`config.mk`:
```
export PLATFORM = sky130hd
export DESIGN_NAME = prog_seq
export DESIGN_NICKNAME = d
export VERILOG_FILES = /design/src/rtl/proc_pkg.sv /design/src/rtl/prog_ram.sv /design/src/rtl/prog_seq.sv
export SDC_FILE = /design/constraint.sdc
export NUM_CORES = 1
export LEC_CHECK = 0
export CORE_MARGIN = 2
export CORE_UTILIZATION = 27
export CTS_CLUSTER_DIAMETER = 40
export DETAILED_ROUTE_END_ITERATION = 8
export PLACE_DENSITY = 0.46
export REMOVE_ABC_BUFFERS = 1
export SETUP_SLACK_MARGIN = 0.4
export SYNTH_ARGS = -nofsm -noshare
export SYNTH_HDL_FRONTEND = slang
export SYNTH_SLANG_ARGS = --single-unit
```
`constraint.sdc`:
```
create_clock -name Clock -period 3.59 [get_ports Clock]
set_clock_uncertainty 0.05 [all_clocks]
set_input_delay 0.718 -clock Clock [delete_from_list [all_inputs] [get_ports Clock]]
set_output_delay 0.718 -clock Clock [all_outputs]
set_load 0.02 [all_outputs]
```
`src/rtl/proc_pkg.sv`:
```
// Shared definitions for the mv/mvi/add/sub processor and its program sequencer:
// opcode encodings, sequencer FSM states and the default word width.
package proc_pkg;

    localparam int DATAWIDTH_DEFAULT = 6;

    localparam logic [1:0] OP_MV  = 2'b00;
    localparam logic [1:0] OP_MVI = 2'b01;
    localparam logic [1:0] OP_ADD = 2'b10;
    localparam logic [1:0] OP_SUB = 2'b11;

    typedef enum logic [2:0] {
        ST_IDLE  = 3'd0,
        ST_ISSUE = 3'd1,
        ST_DATA  = 3'd2,
        ST_WAIT  = 3'd3,
        ST_END   = 3'd4
    } seq_state_t;

endpackage

```
`src/rtl/prog_ram.sv`:
```
// Program store: register array with a synchronous write port and a
// combinational read port. Contents are never reset.
module prog_ram
    import proc_pkg::*;
#(
    parameter int DATAWIDTH = DATAWIDTH_DEFAULT,
    parameter int ADDR_W    = 4
) (
    input  logic                 clk,
    input  logic                 we,
    input  logic [ADDR_W-1:0]    waddr,
    input  logic [DATAWIDTH-1:0] wdata,
    input  logic [ADDR_W-1:0]    raddr,
    output logic [DATAWIDTH-1:0] rdata
);

    logic [DATAWIDTH-1:0] mem [2**ADDR_W];

    // Write port: one word per cycle when enabled
    always_ff @(posedge clk) begin
        if (we) begin
            mem[waddr] <= wdata;
        end
    end

    assign rdata = mem[raddr];

endmodule

```
`src/rtl/prog_seq.sv`:
```
// Program sequencer: fetches words from prog_ram and hands them to the
// processor one instruction at a time, supplying the immediate for mvi,
// waiting for Done, and flagging a lost handshake through a watchdog.
module prog_seq
    import proc_pkg::*;
#(
    parameter int DATAWIDTH = DATAWIDTH_DEFAULT,
    parameter int ADDR_W    = 4
) (
    input  logic                 Clock,
    input  logic                 Reset,
    input  logic                 ProgWe,
    input  logic [ADDR_W-1:0]    ProgAddr,
    input  logic [DATAWIDTH-1:0] ProgData,
    input  logic [ADDR_W:0]      ProgLen,
    input  logic                 Start,
    input  logic                 Stop,
    input  logic                 Done,
    output logic [DATAWIDTH-1:0] DIN,
    output logic                 Run,
    output logic                 Busy,
    output logic [ADDR_W-1:0]    PC,
    output logic                 Finished,
    output logic                 Error
);

    seq_state_t           state;
    // One bit wider than the RAM address so a full-depth program can still
    // reach its length; the low bits give the wrapping RAM address.
    logic [ADDR_W:0]      pc_cnt;
    logic [ADDR_W:0]      pc_inc;
    logic [ADDR_W:0]      len_q;
    logic [1:0]           wd;
    logic                 err_q;
    logic [DATAWIDTH-1:0] ram_word;
    logic [1:0]           opcode;
    logic                 ram_we;

    // The program may only be rewritten while the sequencer is idle
    assign ram_we = ProgWe & (state == ST_IDLE);

    prog_ram #(
        .DATAWIDTH (DATAWIDTH),
        .ADDR_W    (ADDR_W)
    ) u_ram (
        .clk   (Clock),
        .we    (ram_we),
        .waddr (ProgAddr),
        .wdata (ProgData),
        .raddr (pc_cnt[ADDR_W-1:0]),
        .rdata (ram_word)
    );

    assign opcode = ram_word[DATAWIDTH-1 -: 2];
    assign pc_inc = pc_cnt + (ADDR_W+1)'(1);

    // After a completed instruction: end on Stop or when the program is used up
    function automatic seq_state_t continue_to(input logic stop,
                                               input logic [ADDR_W:0] cnt,
                                               input logic [ADDR_W:0] len);
        if (stop || (cnt >= len)) begin
            return ST_END;
        end
        return ST_ISSUE;
    endfunction

    // Sequencer FSM with program counter, length latch and watchdog
    always_ff @(posedge Clock or posedge Reset) begin
        if (Reset) begin
            state  <= ST_IDLE;
            pc_cnt <= '0;
            len_q  <= '0;
            wd     <= '0;
            err_q  <= 1'b0;
        end else begin
            case (state)
                ST_IDLE: begin
                    if (Start) begin
                        len_q  <= ProgLen;
                        pc_cnt <= '0;
                        err_q  <= 1'b0;
                        state  <= (ProgLen == '0) ? ST_END : ST_ISSUE;
                    end
                end
                ST_ISSUE: begin
                    // Processor latches IR on this edge
                    pc_cnt <= pc_inc;
                    wd     <= '0;
                    state  <= (opcode == OP_MVI) ? ST_DATA : ST_WAIT;
                end
                ST_DATA: begin
                    // Immediate is on DIN; mvi must complete in this cycle
                    pc_cnt <= pc_inc;
                    if (!Done) begin
                        err_q <= 1'b1;
                        state <= ST_END;
                    end else begin
                        state <= continue_to(Stop, pc_inc, len_q);
                    end
                end
                ST_WAIT: begin
                    if (Done) begin
                        state <= continue_to(Stop, pc_cnt, len_q);
                    end else if (wd == 2'd2) begin
                        err_q <= 1'b1;
                        state <= ST_END;
                    end else begin
                        wd <= wd + 2'd1;
                    end
                end
                ST_END: begin
                    state <= ST_IDLE;
                end
                default: begin
                    state <= ST_IDLE;
                end
            endcase
        end
    end

    // Outputs are decodes of registered state; DIN is the RAM word at PC
    assign Run      = (state == ST_ISSUE);
    assign DIN      = ((state == ST_ISSUE) || (state == ST_DATA)) ? ram_word : '0;
    assign Busy     = (state != ST_IDLE);
    assign PC       = pc_cnt[ADDR_W-1:0];
    assign Finished = (state == ST_END) && !err_q;
    assign Error    = err_q;

endmodule
```
==> results.toml <==
[cells_and_area]
drive_gt1_frac = 0.161
syn_to_final_growth_pct = 20.3
final_common_cell = "edfxtp_1"
seq_area_um2 = 3290
layout_common_cells = "96 x edfxtp_1, 28 x clkdlybuf4s50_1, 22 x nor2_1, 20 x mux2i_1, 19 x nand2_1"
nFillCells = 1742
fin_cells = 597
fin_area_um2 = 5930
multiInputGateArea_um2 = 1520
fin_nets = 395

[die]
initial_core_util = 0.274
die-width_um = 139
core_um2 = 18000
fp-row-count = 49
dieArea_um2 = 19300
io_pins = 35
die_h_um = 139

[synth]
synth_top_area_cell = "edfxtp_1"
synth.area.top_cells = "edfxtp_1 59%, dfrtp_1 8.1%, mux4_2 4.6%, mux2i_1 4.1%, ha_1 3.0%"
syn_area_per_cell_um2 = 15.5
postSynthCellCount = 317
yosysWarnings = 0
yosysTopAreaCellShare = 0.585
synth_ff_type = "edfxtp_1"
ys_ff_latch = 112
synth_edf_count = 96
synth_cell_type_count = 48
async_reset_ff_frac = 0.143
synth_area_um2 = 4930
yosysSeqAreaShare = 0.666

[placed_design]
routabilityCongestion = 0.766
dp.cells = 574
dpl-instance-area_um2 = 5530
place.detailed.hpwl_mm = 7.90
port_buffers = 34

[power_and_ir_drop]
total_power_mw = 4.29
power.leakage_nw = 2.04
internal-power_mw = 2.78
p_sw_frac = 0.352
combPwrFrac = 0.393
seq_power_share = 0.380
p_clk_frac = 0.227
switchingPower_mw = 1.51
p_per_area_nw_per_um2 = 724
ir_worst_vdd_mv = 0.455

[timing]
slew_violations = 0
tns_ns = 0
rsz0062_at_grt = "yes"
setup_violations = 0
period_needed_ns = 3.10
final.period_utilization = 0.864
hold_viol_final = 0
max_freq_mhz = 322
worst_pin_slew_ns = 0.909
relSlewSlack = 0.392

[clocking]
cts.sinks = 112
cts_buffers = 9
clk_pin_slew_worst_paths_ns = 0.08
cts_root_buf = "clkbuf_16"
cts_tree = "done"
clk_latency_ns = 0.36
hold_buffers = 0
max-clock-path-buffers = 2
cts_htree_levels = 3

[grt]
grt_pass1_wl_mm = 17.0
gr-total-overflow = 0
track_usage = 0.118
grt_max_degree = 21
grt_pass1_vias = 2722
antenna_found_initial = 0

[setup_path]
cp.buffers_inverters = 2
cp_cell_sequence = "buf_12, mux4_1, or3_1, o311ai_1, nor2_1, clkdlybuf4s15_1"
cp.required_ns = 2.82
endpoint_kind = "primary output"
cp_max_fo = 6
cp_slowest_cell = "mux4_1"
arrival_ns = 2.33
cpPeakStageDelay_ns = 0.54
crit_type = "reg2out"
start_kind = "register"
crit_family = "multiplexers"

[detailed_routing]
vias_per_cell = 4.72
dr.pass1.iters = 4
wire_per_inst_um = 18.9
wirelength_mm = 11.3
postRouteAntennaNets = 0
drc = 0
drt_iter0_drc = 211
vias = 2819

[worst_hold_path]
hold_class = "reg2reg"

[outcome]
outcome = "completed"

[job]
cap_violations = 0
worst paths after layout:
path	from	endpoint	slack (ns)	cells after the start
hold / removal	len_q[4]$_DFFE_PP0P_	len_q[4]$_DFFE_PP0P_	0.47	1
hold reg to reg	len_q[4]$_DFFE_PP0P_	len_q[4]$_DFFE_PP0P_	0.47	1
setup / recovery	pc_cnt[0]$_DFFE_PP0P_	DIN[4]	0.49	6
max in group asynchronous	Reset	pc_cnt[0]$_DFFE_PP0P_	2.18	2
min in group asynchronous	Reset	len_q[3]$_DFFE_PP0P_	0.75	2
setup reg to reg	state[0]$_DFFE_PP0P_	u_ram.mem[4][4]$_DFFE_PP_	0.99	4
flip-flops by register name, summed over array words and instances (netlist names):
register,cells
pc_cnt,5
Error,1
state,3
wd,2
len_q,5
u_ram.mem,96
cell usage after synthesis (2+ instances only):
| library cell | count |
|---|---|
| nor2b_1 | 5 |
| o22ai_1 | 4 |
| a22o_1 | 5 |
| edfxtp_1 | 96 |
| dfrtp_1 | 16 |
| xnor2_1 | 2 |
| buf_8 | 2 |
| a211oi_1 | 5 |
| mux2i_1 | 20 |
| clkbuf_1 | 3 |
| nor2_1 | 22 |
| a21oi_1 | 7 |
| buf_6 | 2 |
| nor3_1 | 5 |
| and2_1 | 2 |
| a221oi_1 | 2 |
| nand2_1 | 19 |
| or3_1 | 2 |
| nand3_1 | 3 |
| ha_1 | 12 |
| o211ai_1 | 2 |
| o21ai_0 | 7 |
| mux4_1 | 4 |
| xor2_1 | 2 |
| buf_2 | 4 |
| mux2_2 | 5 |
| o221ai_1 | 8 |
| nand2b_1 | 8 |
| inv_1 | 12 |
| mux4_2 | 10 |
| buf_4 | 4 |
final cells by class:
| class | count | share of cell area |
|---|---|---|
| multi-input combinational | 177 | 0.256 |
| antenna | 1 | 0.000422 |
| tap | 229 | 0.0483 |
| clock buffer | 9 | 0.0380 |
| clock inverter | 7 | 0.0106 |
| inverter | 12 | 0.00760 |
| timing repair buffer | 50 | 0.0847 |
| sequential | 112 | 0.555 |
metrics by stage:
stage	setup slack [ns]	hold slack, ns	utilization
finish	0.487	0.468	0.330
floorplan	0.0564	0.429	-
detailed placement	0.294	0.454	0.308
global placement	0.320	0.448	0.308
global route	0.345	0.497	0.330
CTS	0.193	0.474	0.327
cells by family (layout without fill, tap and decap cells):
logic type                 Yosys count  after routing  share of synthesized area
DFF                                112            112                      0.666
and+or+nand+nor                     72             72                     0.0701
AOI/OAI and AO/OA                   50             50                     0.0739
muxes                               39             39                      0.119
buffers and inverters               28             78                     0.0330
adders and majority gates           12             12                     0.0305
xor gates and xnor gates             4              4                    0.00711
other                                0              1                          0
metal layers:
layer / part of all wire / wire length [um] / track usage
met5: 0 / 0 / 0
met4: 0.0071 / 80 / 0.0191
met3: 0.068 / 772 / 0.0414
met2: 0.44 / 4960 / 0.174
met1: 0.49 / 5500 / 0.172
power by group through the flow:
stage                     Sequential [mW]  Clock, mW  Combinational, mW
after detailed placement             1.70          0               1.56
after global routing                 1.65       1.06               1.85
after floorplan                      1.74          0              0.899
after CTS                            1.65       1.00               1.64
after global placement               1.69          0               1.56
final                                1.63      0.975               1.69
what timing repair did:
action,in CTS,in global routing
gates resized for setup,20,7
buffers inserted,4,2
pin swaps,0,0
endpoints found under the setup margin,6,5
Power figures use the tool's default switching activity.
